--- config.mk ---
export PLATFORM = sky130hd
export DESIGN_NAME = uart_xcvr
export DESIGN_NICKNAME = d
export VERILOG_FILES = /design/src/rtl/uart_xcvr.sv
export SDC_FILE = /design/constraint.sdc
export NUM_CORES = 1
export LEC_CHECK = 0
export CORE_MARGIN = 2
export CORE_UTILIZATION = 35
export CTS_CLUSTER_DIAMETER = 50
export DETAILED_ROUTE_END_ITERATION = 6
export SYNTH_ARGS = -nofsm -noshare
export SYNTH_HDL_FRONTEND = slang
export SYNTH_SLANG_ARGS = --single-unit
--- constraint.sdc ---
create_clock -name clk -period 12.25 [get_ports clk]
set_input_delay 2.45 -clock clk [delete_from_list [all_inputs] [get_ports clk]]
set_output_delay 2.45 -clock clk [all_outputs]
set_load 0.1 [all_outputs]
--- src/rtl/uart_xcvr.sv ---
// uart_xcvr: parametrised UART transceiver.
//   - Fractional baud generator producing a 16x oversample tick.
//   - TX FSM with ready/valid byte input, LSB-first framing.
//   - RX FSM with 2-flop synchroniser, centre sampling and an RX FIFO
//     carrying per-byte frame/parity error flags.
// Compile-time option: define UART_PARITY_EN to add a parity bit to every
// frame (PARITY_ODD selects the sense). Without it the frame carries no
// parity bit and rx_parity_err_o is tied low.
module uart_xcvr #(
    parameter int DATA_BITS     = 8,
    parameter int STOP_BITS     = 1,
    parameter int PARITY_ODD    = 0,
    parameter int RX_FIFO_DEPTH = 16
) (
    input  logic                               clk,
    input  logic                               rst,
    input  logic                               rx,
    output logic                               tx,
    input  logic [11:0]                        baud_freq_i,
    input  logic [15:0]                        baud_limit_i,
    input  logic [DATA_BITS-1:0]               tx_data_i,
    input  logic                               tx_valid_i,
    output logic                               tx_ready_o,
    output logic [DATA_BITS-1:0]               rx_data_o,
    output logic                               rx_frame_err_o,
    output logic                               rx_parity_err_o,
    output logic                               rx_valid_o,
    input  logic                               rx_ready_i,
    output logic                               rx_overrun_o,
    output logic [$clog2(RX_FIFO_DEPTH):0]     rx_count_o
);

    localparam int   AW      = $clog2(RX_FIFO_DEPTH);
    localparam logic PAR_ODD = (PARITY_ODD != 0);
`ifdef UART_PARITY_EN
    localparam int   EW      = DATA_BITS + 2;
`else
    localparam int   EW      = DATA_BITS + 1;
`endif

    typedef enum logic [2:0] {
        S_IDLE,
        S_START,
        S_DATA,
        S_PARITY,
        S_STOP
    } state_t;

    // ------------------------------------------------------------------
    // Baud generator
    // ------------------------------------------------------------------
    logic [15:0] acc;
    logic [16:0] sum;
    logic        tick;

    // Accumulator sum and tick decision; a limit of zero ticks every cycle.
    always_comb begin
        sum  = {1'b0, acc} + {5'b0, baud_freq_i};
        tick = (sum >= {1'b0, baud_limit_i});
    end

    // Accumulator register: subtract the modulus whenever a tick is issued.
    // NOTE: sequential state is assigned with <= so every flop samples the
    // pre-edge values of its inputs, independent of statement order.
    always_ff @(posedge clk or negedge rst) begin
        if (!rst)      acc <= '0;
        else if (tick) acc <= sum[15:0] - baud_limit_i;
        else           acc <= sum[15:0];
    end

    // ------------------------------------------------------------------
    // Transmitter
    // ------------------------------------------------------------------
    state_t               tx_state, tx_next;
    logic [3:0]           tx_sub, tx_bit;
    logic [DATA_BITS-1:0] tx_shift;
    logic                 tx_par;
    logic                 tx_bit_end;
    logic                 tx_accept;

    assign tx_bit_end = tick && (tx_sub == 4'hF);
    assign tx_ready_o = (tx_state == S_IDLE);
    assign tx_accept  = tx_valid_i && tx_ready_o;

    // TX state register.
    always_ff @(posedge clk or negedge rst) begin
        if (!rst) tx_state <= S_IDLE;
        else      tx_state <= tx_next;
    end

    // TX next-state and serial output.
    // NOTE: every signal written here gets a default first, so no path can
    // leave it unassigned and infer a latch.
    always_comb begin
        tx_next = tx_state;
        tx      = 1'b1;
        case (tx_state)
            S_IDLE:   if (tx_accept) tx_next = S_START;
            S_START: begin
                tx = 1'b0;
                if (tx_bit_end) tx_next = S_DATA;
            end
            S_DATA: begin
                tx = tx_shift[0];
                if (tx_bit_end && tx_bit == 4'(DATA_BITS - 1))
`ifdef UART_PARITY_EN
                    tx_next = S_PARITY;
`else
                    tx_next = S_STOP;
`endif
            end
            S_PARITY: begin
                tx = tx_par;
                if (tx_bit_end) tx_next = S_STOP;
            end
            S_STOP:   if (tx_bit_end && tx_bit == 4'(STOP_BITS - 1)) tx_next = S_IDLE;
            default:  tx_next = S_IDLE;
        endcase
    end

    // TX datapath: byte capture, shifting, tick sub-counter and bit index.
    always_ff @(posedge clk or negedge rst) begin
        if (!rst) begin
            tx_shift <= '0;
            tx_par   <= 1'b0;
            tx_sub   <= '0;
            tx_bit   <= '0;
        end else begin
            if (tx_accept) begin
                tx_shift <= tx_data_i;
                tx_par   <= (^tx_data_i) ^ PAR_ODD;
            end else if (tx_state == S_DATA && tx_bit_end) begin
                tx_shift <= tx_shift >> 1;
            end
            if (tx_state == S_IDLE) tx_sub <= '0;
            else if (tick)          tx_sub <= tx_sub + 4'd1;
            if (tx_next != tx_state) tx_bit <= '0;
            else if (tx_bit_end)     tx_bit <= tx_bit + 4'd1;
        end
    end

    // ------------------------------------------------------------------
    // Receiver
    // ------------------------------------------------------------------
    logic [1:0]           rx_sync;
    logic                 rx_s;
    state_t               rx_state, rx_next;
    logic [3:0]           rx_sub, rx_bit;
    logic [DATA_BITS-1:0] rx_shift;
    logic                 rx_armed;
    logic                 rx_sample;
    logic                 rx_push;
    logic [EW-1:0]        rx_entry;

    assign rx_s      = rx_sync[1];
    assign rx_sample = tick && (rx_sub == 4'hF);

    // Two-flop synchroniser, preset to the idle (high) line level.
    always_ff @(posedge clk or negedge rst) begin
        if (!rst) rx_sync <= 2'b11;
        else      rx_sync <= {rx_sync[0], rx};
    end

    // RX state register.
    always_ff @(posedge clk or negedge rst) begin
        if (!rst) rx_state <= S_IDLE;
        else      rx_state <= rx_next;
    end

    // RX next-state; the stop-bit sample pushes the frame into the FIFO.
    always_comb begin
        rx_next = rx_state;
        rx_push = 1'b0;
        case (rx_state)
            S_IDLE:   if (!rx_s && rx_armed) rx_next = S_START;
            S_START:  if (tick && rx_sub == 4'd7) rx_next = rx_s ? S_IDLE : S_DATA;
            S_DATA:
                if (rx_sample && rx_bit == 4'(DATA_BITS - 1))
`ifdef UART_PARITY_EN
                    rx_next = S_PARITY;
`else
                    rx_next = S_STOP;
`endif
            S_PARITY: if (rx_sample) rx_next = S_STOP;
            S_STOP: begin
                if (rx_sample) begin
                    rx_push = 1'b1;
                    rx_next = S_IDLE;
                end
            end
            default:  rx_next = S_IDLE;
        endcase
    end

    // RX datapath: sub-counter, bit index, shift register and re-arm flag.
    // After a low stop bit the line must go high again before a new start.
    always_ff @(posedge clk or negedge rst) begin
        if (!rst) begin
            rx_sub   <= '0;
            rx_bit   <= '0;
            rx_shift <= '0;
            rx_armed <= 1'b1;
        end else begin
            if (rx_next != rx_state || rx_state == S_IDLE) rx_sub <= '0;
            else if (tick)                                  rx_sub <= rx_sub + 4'd1;
            if (rx_next != rx_state)                   rx_bit <= '0;
            else if (rx_state == S_DATA && rx_sample)  rx_bit <= rx_bit + 4'd1;
            if (rx_state == S_DATA && rx_sample)
                rx_shift <= {rx_s, rx_shift[DATA_BITS-1:1]};
            if (rx_s)         rx_armed <= 1'b1;
            else if (rx_push) rx_armed <= 1'b0;
        end
    end

`ifdef UART_PARITY_EN
    logic rx_perr;

    // Parity check: mismatch between the received bit and the recomputed one.
    always_ff @(posedge clk or negedge rst) begin
        if (!rst)                                     rx_perr <= 1'b0;
        else if (rx_state == S_START)                 rx_perr <= 1'b0;
        else if (rx_state == S_PARITY && rx_sample)   rx_perr <= rx_s ^ (^rx_shift) ^ PAR_ODD;
    end

    assign rx_entry = {rx_perr, ~rx_s, rx_shift};
`else
    assign rx_entry = {~rx_s, rx_shift};
`endif

    // ------------------------------------------------------------------
    // RX FIFO
    // ------------------------------------------------------------------
    logic [EW-1:0] mem [RX_FIFO_DEPTH];
    logic [AW:0]   wr_ptr, rd_ptr;
    logic          full, empty, pop, push_ok;
    logic [EW-1:0] head;

    assign rx_count_o = wr_ptr - rd_ptr;
    assign full       = (rx_count_o == (AW + 1)'(RX_FIFO_DEPTH));
    assign empty      = (rx_count_o == '0);
    assign rx_valid_o = !empty;
    assign pop        = rx_valid_o && rx_ready_i;
    assign push_ok    = rx_push && (!full || pop);
    assign head       = mem[rd_ptr[AW-1:0]];

    // Head outputs are gated so nothing stale shows while the FIFO is empty.
    assign rx_data_o      = empty ? '0 : head[DATA_BITS-1:0];
    assign rx_frame_err_o = !empty && head[DATA_BITS];
`ifdef UART_PARITY_EN
    assign rx_parity_err_o = !empty && head[DATA_BITS+1];
`else
    assign rx_parity_err_o = 1'b0;
`endif

    // FIFO storage write port.
    // NOTE: the storage array has no reset; occupancy is defined by the
    // pointers alone, so clearing the entries would buy nothing.
    always_ff @(posedge clk) begin
        if (push_ok) mem[wr_ptr[AW-1:0]] <= rx_entry;
    end

    // FIFO pointers and the overrun pulse for a push that finds no room.
    always_ff @(posedge clk or negedge rst) begin
        if (!rst) begin
            wr_ptr       <= '0;
            rd_ptr       <= '0;
            rx_overrun_o <= 1'b0;
        end else begin
            if (push_ok) wr_ptr <= wr_ptr + (AW + 1)'(1);
            if (pop)     rd_ptr <= rd_ptr + (AW + 1)'(1);
            rx_overrun_o <= rx_push && !push_ok;
        end
    end

endmodule
==> out/results.ini, run 1 <==
[routing]
ant_nets = 0
drc = 0
wl_per_cell_um = 18.2
drtIter0Drc = 439
vias = 6437
wl_um = 23100
via_per_inst = 5.08
dr.pass1.iters = 5

[floorplanning]
die_w_um = 176
core-area_um2 = 29500
rows = 63
io_pins = 60
die_y_um = 176
dieArea_um2 = 31100
start_util = 0.353

[worst_setup_path]
worstSetupPathType = in -> reg
crit_fanout = 13
startpoint_type = input port
max_stage_delay_ns = 0.70
arrival_ns = 7.67
end_kind = flop
cp_slowest_cell = a2111oi_2
critPathRequiredTime_ns = 12.46
crit_chain = clkdlybuf4s50_1 > ha_1 > fa_1 > a211oi_1 > nor2_1 > o21ai_1 > a21oi_1 > o21ai_0 > nand2_1 > xor2_1 > ha_1 > and4_1 > and3_1 > a21oi_1 > and2_4 > a21o_1 > a2111oi_2 > nor2b_1 > and2_1

[yosys]
ys_types = 62
async_reset_ff_frac = 0.324
avgSynthCellArea_um2 = 13.2
ys_seq_area_frac = 0.582
synthTopCellsByArea = edfxtp_1 (42%), dfrtp_1 (16%), ha_1 (5.1%)
ys.flop_type = edfxtp_1
synth_edf_count = 144
synth_top_cell_area_share = 0.416
yosysTopAreaCell = edfxtp_1
ys_ff_latch = 213
ys_warn_count = 0
syn_inst = 786
syn-num-nets = 872
netlist_area_um2 = 10400

[sta]
holdWs_ns = 0.334
setup_viol = 0
period_share = 0.609
fin_crit_ns = 7.47
slew_headroom = 0.348
fin_setup_tns_ns = 0
max_freq_ghz = 0.134
rsz0062_at_grt = no
final_max_slew_viol_count = 0
hold_viol_final = 0
skew_ns = 0.0281
worst_pin_slew_ns = 0.978

[clocking]
cts_sinks = 213
cts-resized-gates = 0
clock_path_buffers = 3
postCtsSetupRepairBufs = 0
clock-root-buffer = clkbuf_16
insertion_delay_ns = 0.56
htreeDepth = 1
cts_tree = done
path_clk_slew_ns = 0.06
hold_buffers = 0
cts_buffers = 28

[placed_design]
dpl.hpwl_um = 15800
io_buffer_count = 58
place_inst = 1215
place.gp.congestion = 0.798

[global_route]
grt_usage = 0.152
antenna_found_initial = 0
grt_pass1_vias = 6520
grt_max_degree = 57
grt_pass1_wl_um = 36500
gr-total-overflow = 0

[final_layout]
num-fill-cells = 2701
final_cells = 1267
synthToLayoutAreaGrowth_pct = 18.8
final_common_cell = edfxtp_1
multi_input_area_um2 = 4080
diodes = 0
final_cell_mix = edfxtp_1 (144), dfrtp_1 (65), clkdlybuf4s50_1 (57)
ff_latch_area_um2 = 6060
nNetsFinal = 941
layout-drive-gt1-share = 0.145

[flow_run]
maxCapViolCount = 0

[power]
totalPowerFinal_mw = 3.21
p_leak_nw = 4.77
cellPowerDensity_nw_per_um2 = 260
ir_drop_mv = 0.146

[run_status]
outcome = finished clean

[hold_path]
worstHoldPathType = reg -> reg

## sequential cells by signal (all words and copies together) (netlist names)
name	count
acc	16
rx_bit	4
rx_overrun_o	1
tx_state	3
tx_sub	4
rx_shift	8
rx_sub	4
tx_shift	8
tx_bit	4
wr_ptr	5
rx_state	3
rx_armed	1
mem	144
rd_ptr	5
rx_sync	2
tx_par	1
## worst max-delay path, delay by kind of cell
kind,cells,cell delay (ns)
xor+xnor,1,0.17
compound gates,7,1.99
buf+inv,1,0.41
simple gates,7,1.64
fa+ha+maj,3,1.01
## cells in the mapped netlist (all sizes together) (10+ instances only)
library cell and instances:
dfrtp 66, a21oi 41, buf 10, nand3 18
mux2i 36, mux2 30, xor2 11, clkbuf 14
nand2 31, o21ai 26, a21o 11, inv 44
nor2 49, edfxtp 144, ha 42, o221ai 17
nor3 27, xnor2 44, mux4 21
## layout make-up
cell class	count	area share
Multi-Input combinational cell	504	0.330
Clock inverter	19	0.0154
Clock buffer	33	0.0615
Inverter	45	0.0137
Sequential cell	213	0.490
Timing Repair Buffer	63	0.0498
Tap cell	390	0.0395
## path summary, 6_finish.rpt
path / startpoint / to / slack, ns / cells after the start
min in group asynchronous: rst / wr_ptr[3] / 1.86 / 1
setup / recovery: baud_freq_i[0] / mem[7][2] / 4.78 / 19
hold reg to reg: rx_sync[0] / rx_sync[1] / 0.33 / 0
hold / removal: rx_sync[0] / rx_sync[1] / 0.33 / 0
max in group asynchronous: rst / tx_shift[2] / 9.52 / 2
setup reg to reg: acc[0] / mem[7][2] / 6.76 / 18
## routing by layer
metal	routed length (um)	global-route usage	share of wire
met5	0	0	0
met4	582	0.0437	0.025
met3	1090	0.0222	0.047
met2	11000	0.252	0.48
met1	10400	0.208	0.45
## stage by stage
stage	utilization	setup slack (ns)	cell area [um2]
after CTS	0.419	4.86	12400
after global placement	0.387	4.43	11400
after detailed placement	0.387	4.29	11400
final	0.419	4.78	12400
after global routing	0.419	4.54	12400
after floorplan	-	4.30	10400
## cells by family (layout without fill, tap and decap cells)
logic type	after synthesis	after routing	synth area share
fa+ha+maj	45	45	0.0563
other cells	1	1	0.000360
xor+xnor	55	55	0.0463
buf+inv	69	160	0.0262
flops	213	213	0.582
compound gates	147	147	0.0975
simple gates	169	169	0.0787
mux	87	87	0.113
## power by group
part / switching [mW] / internal (mW)
clock network: 0.333 / 0.475
logic: 0.940 / 0.578
registers: 0.0512 / 0.832
No activity file was read; power rests on OpenSTA's default activity.
==> run 2, diff against run 1 <==
Clock period 12.25 ns to 7.78 ns, I/O delays scaled along.
==> run 2 against run 1 <==
Power is 61% higher. First-iteration DRC count shrank 8.7%. Non-clock buffer count stayed put. Via count barely moved. Routed wire length shrank 1.7%. Largest cell class unchanged. Die area is the same. Combinational power increased by 57%. Largest power group unchanged. Clock-buffer cell count rose by 1. Flip-flop and latch count stayed put. Sequential share of layout area is 0.28 points lower. Clock skew increased by 0.0053 ns. Critical path depth unchanged.
==> out/results.ini, run 2 (synthesis results as in run 1) <==
[run_status]
outcome = finished clean  ; unchanged

[clocking]
cts_tree = done  ; unchanged
cts_sinks = 213  ; unchanged
cts_buffers = 28  ; unchanged
cts-resized-gates = 0  ; unchanged
clock_path_buffers = 3  ; unchanged
htreeDepth = 1  ; unchanged
path_clk_slew_ns = 0.06  ; about the same
hold_buffers = 0  ; unchanged
postCtsSetupRepairBufs = 0  ; unchanged
clock-root-buffer = clkbuf_16  ; unchanged
insertion_delay_ns = 0.56  ; about the same

[floorplanning]
die_w_um = 176  ; unchanged
rows = 63  ; unchanged
core-area_um2 = 29500  ; unchanged
start_util = 0.353  ; unchanged
dieArea_um2 = 31100  ; unchanged
io_pins = 60  ; unchanged
die_y_um = 176  ; unchanged

[sta]
skew_ns = 0.0334  ; was 0.0281 ns
hold_viol_final = 0  ; unchanged
period_share = 0.820
fin_setup_tns_ns = 0  ; unchanged
rsz0062_at_grt = no  ; unchanged
final_max_slew_viol_count = 0  ; unchanged
setup_viol = 0  ; unchanged
fin_crit_ns = 6.38
worst_pin_slew_ns = 0.980  ; was 0.978 ns
slew_headroom = 0.345  ; was 0.348
max_freq_ghz = 0.157

[flow_run]
maxCapViolCount = 0  ; unchanged

[final_layout]
largest_register_ff_count = 144  ; unchanged
num-fill-cells = 2748  ; was 2701
final_common_cell = edfxtp_1  ; unchanged
nNetsFinal = 941  ; unchanged
layout-drive-gt1-share = 0.141  ; was 0.145
final_cells = 1267  ; unchanged
final_cell_area_um2 = 12400  ; about the same
diodes = 0  ; unchanged
synthToLayoutAreaGrowth_pct = 19.5  ; was 18.8%
final_cell_mix = edfxtp_1 (144), dfrtp_1 (65), clkdlybuf4s50_1 (57)  ; unchanged

[worst_setup_path]
worstSetupPathType = in -> reg  ; unchanged
crit_fanout = 13  ; unchanged
end_kind = flop  ; unchanged
arrival_ns = 6.54  ; was 7.67 ns
startpoint_type = input port  ; unchanged
critPathRequiredTime_ns = 7.94  ; was 12.46 ns
r2r_slack_ns = 2.45  ; was 6.76 ns

[placed_design]
place_area_um2 = 11400  ; unchanged
io_buffer_count = 58  ; unchanged
dpl.hpwl_um = 15600  ; was 15800 um
place.gp.congestion = 0.779  ; was 0.798
place_inst = 1215  ; unchanged

[power]
p_leak_nw = 4.80  ; was 4.77 nW
switching_share = 0.403  ; was 0.412
clkPwrFrac = 0.268  ; was 0.252
totalPowerFinal_mw = 5.15  ; was 3.21 mW
p_comb_frac = 0.462  ; was 0.473
p_seq_frac = 0.271  ; was 0.275
p_switching_mw = 2.08  ; was 1.32 mW
cellPowerDensity_nw_per_um2 = 415  ; was 260 nW/um2
p_int_mw = 3.08  ; was 1.89 mW
ir_drop_mv = 0.245  ; was 0.146 mV

[routing]
drtIter0Drc = 401  ; was 439
dr.pass1.iters = 5  ; unchanged
route.met3.wl_um = 975  ; was 1090 um
wl_per_cell_um = 17.9  ; was 18.2 um
via_per_inst = 5.08  ; about the same
wl_um = 22700  ; was 23100 um
ant_nets = 0  ; unchanged
top_layer = met4  ; unchanged
dr_wl_met2_um = 10800  ; was 11000 um
drc = 0  ; unchanged
wl_met1_um = 10200  ; was 10400 um
vias = 6442  ; was 6437

[global_route]
antenna_found_initial = 0  ; unchanged
gr-total-overflow = 0  ; unchanged
grt_pass1_wl_um = 36900  ; was 36500 um
grt_pass1_vias = 6649  ; was 6520
grt_max_degree = 70  ; was 57
grt_usage = 0.152  ; about the same

[hold_path]
worstHoldPathType = reg -> reg  ; unchanged

## run 2: changes by cell type in the layout (fill, tap and decap cells not counted)
cell	previous run	this run
clkinvlp_4	3	1
clkbuf_8	4	2
clkbuf_1	1	4
inv_8	3	0
inv_6	3	5
clkinv_2	6	2
clkinv_4	2	4
bufinv_16	1	5
## run 2: path summary, 6_finish.rpt
path | endpoint | cells after the start | from
worst max-delay path | mem[10][1] | 19 | baud_freq_i[0]
worst min-delay path | rx_sync[1] | 0 | rx_sync[0]
worst max register to register | mem[10][1] | 18 | acc[0]
worst min register to register | rx_sync[1] | 0 | rx_sync[0]
max in group asynchronous | rd_ptr[0] | 1 | rst
min in group asynchronous | acc[1] | 1 | rst
## run 2: worst max-delay path, cell delays in order
cell,delay [ns]
clkdlybuf4s50_1,0.40
ha_1,0.22
fa_1,0.42
a211oi_1,0.24
nor2_1,0.13
o21ai_1,0.24
a21oi_1,0.12
o21ai_0,0.23
nand2_1,0.10
xor2_1,0.17
ha_1,0.37
and4_1,0.21
and3_1,0.19
a21oi_1,0.09
and2_4,0.18
a21o_1,0.36
a211oi_2,0.39
nand3_1,0.27
nor2_1,0.65
## run 2: area by class of cell
class / instances / area, um2 / share of cell area
Sequential cell: 213 / 6060 / 0.487
Timing Repair Buffer: 63 / 616 / 0.0495
Clock inverter: 18 / 277 / 0.0222
Inverter: 45 / 169 / 0.0136
Tap cell: 390 / 488 / 0.0393
Clock buffer: 34 / 743 / 0.0598
Multi-Input combinational cell: 504 / 4080 / 0.328
## run 2: through the flow
stage | setup WS [ns] | util | hold WS, ns
after CTS | 1.40 | 0.422 | 0.373
after detailed placement | 0.857 | 0.387 | 0.364
after floorplan | 0.722 | - | 0.345
after global routing | 0.975 | 0.422 | 0.371
final | 1.40 | 0.422 | 0.367
after global placement | 0.963 | 0.387 | 0.364
## run 2: power by group through the flow
stage	registers [mW]	clock network, mW	logic (mW)
floorplan	1.38	0	1.93
global placement	1.42	0	2.38
detailed placement	1.42	0	2.39
CTS	1.40	1.41	2.40
global route	1.41	1.45	2.61
finish	1.40	1.38	2.38
## run 2: per-layer routing
metal  track usage  up-vias
met5             0        -
li1              -     3090
met3        0.0237       45
met2         0.247      154
met1         0.207     3153
met4        0.0527        0
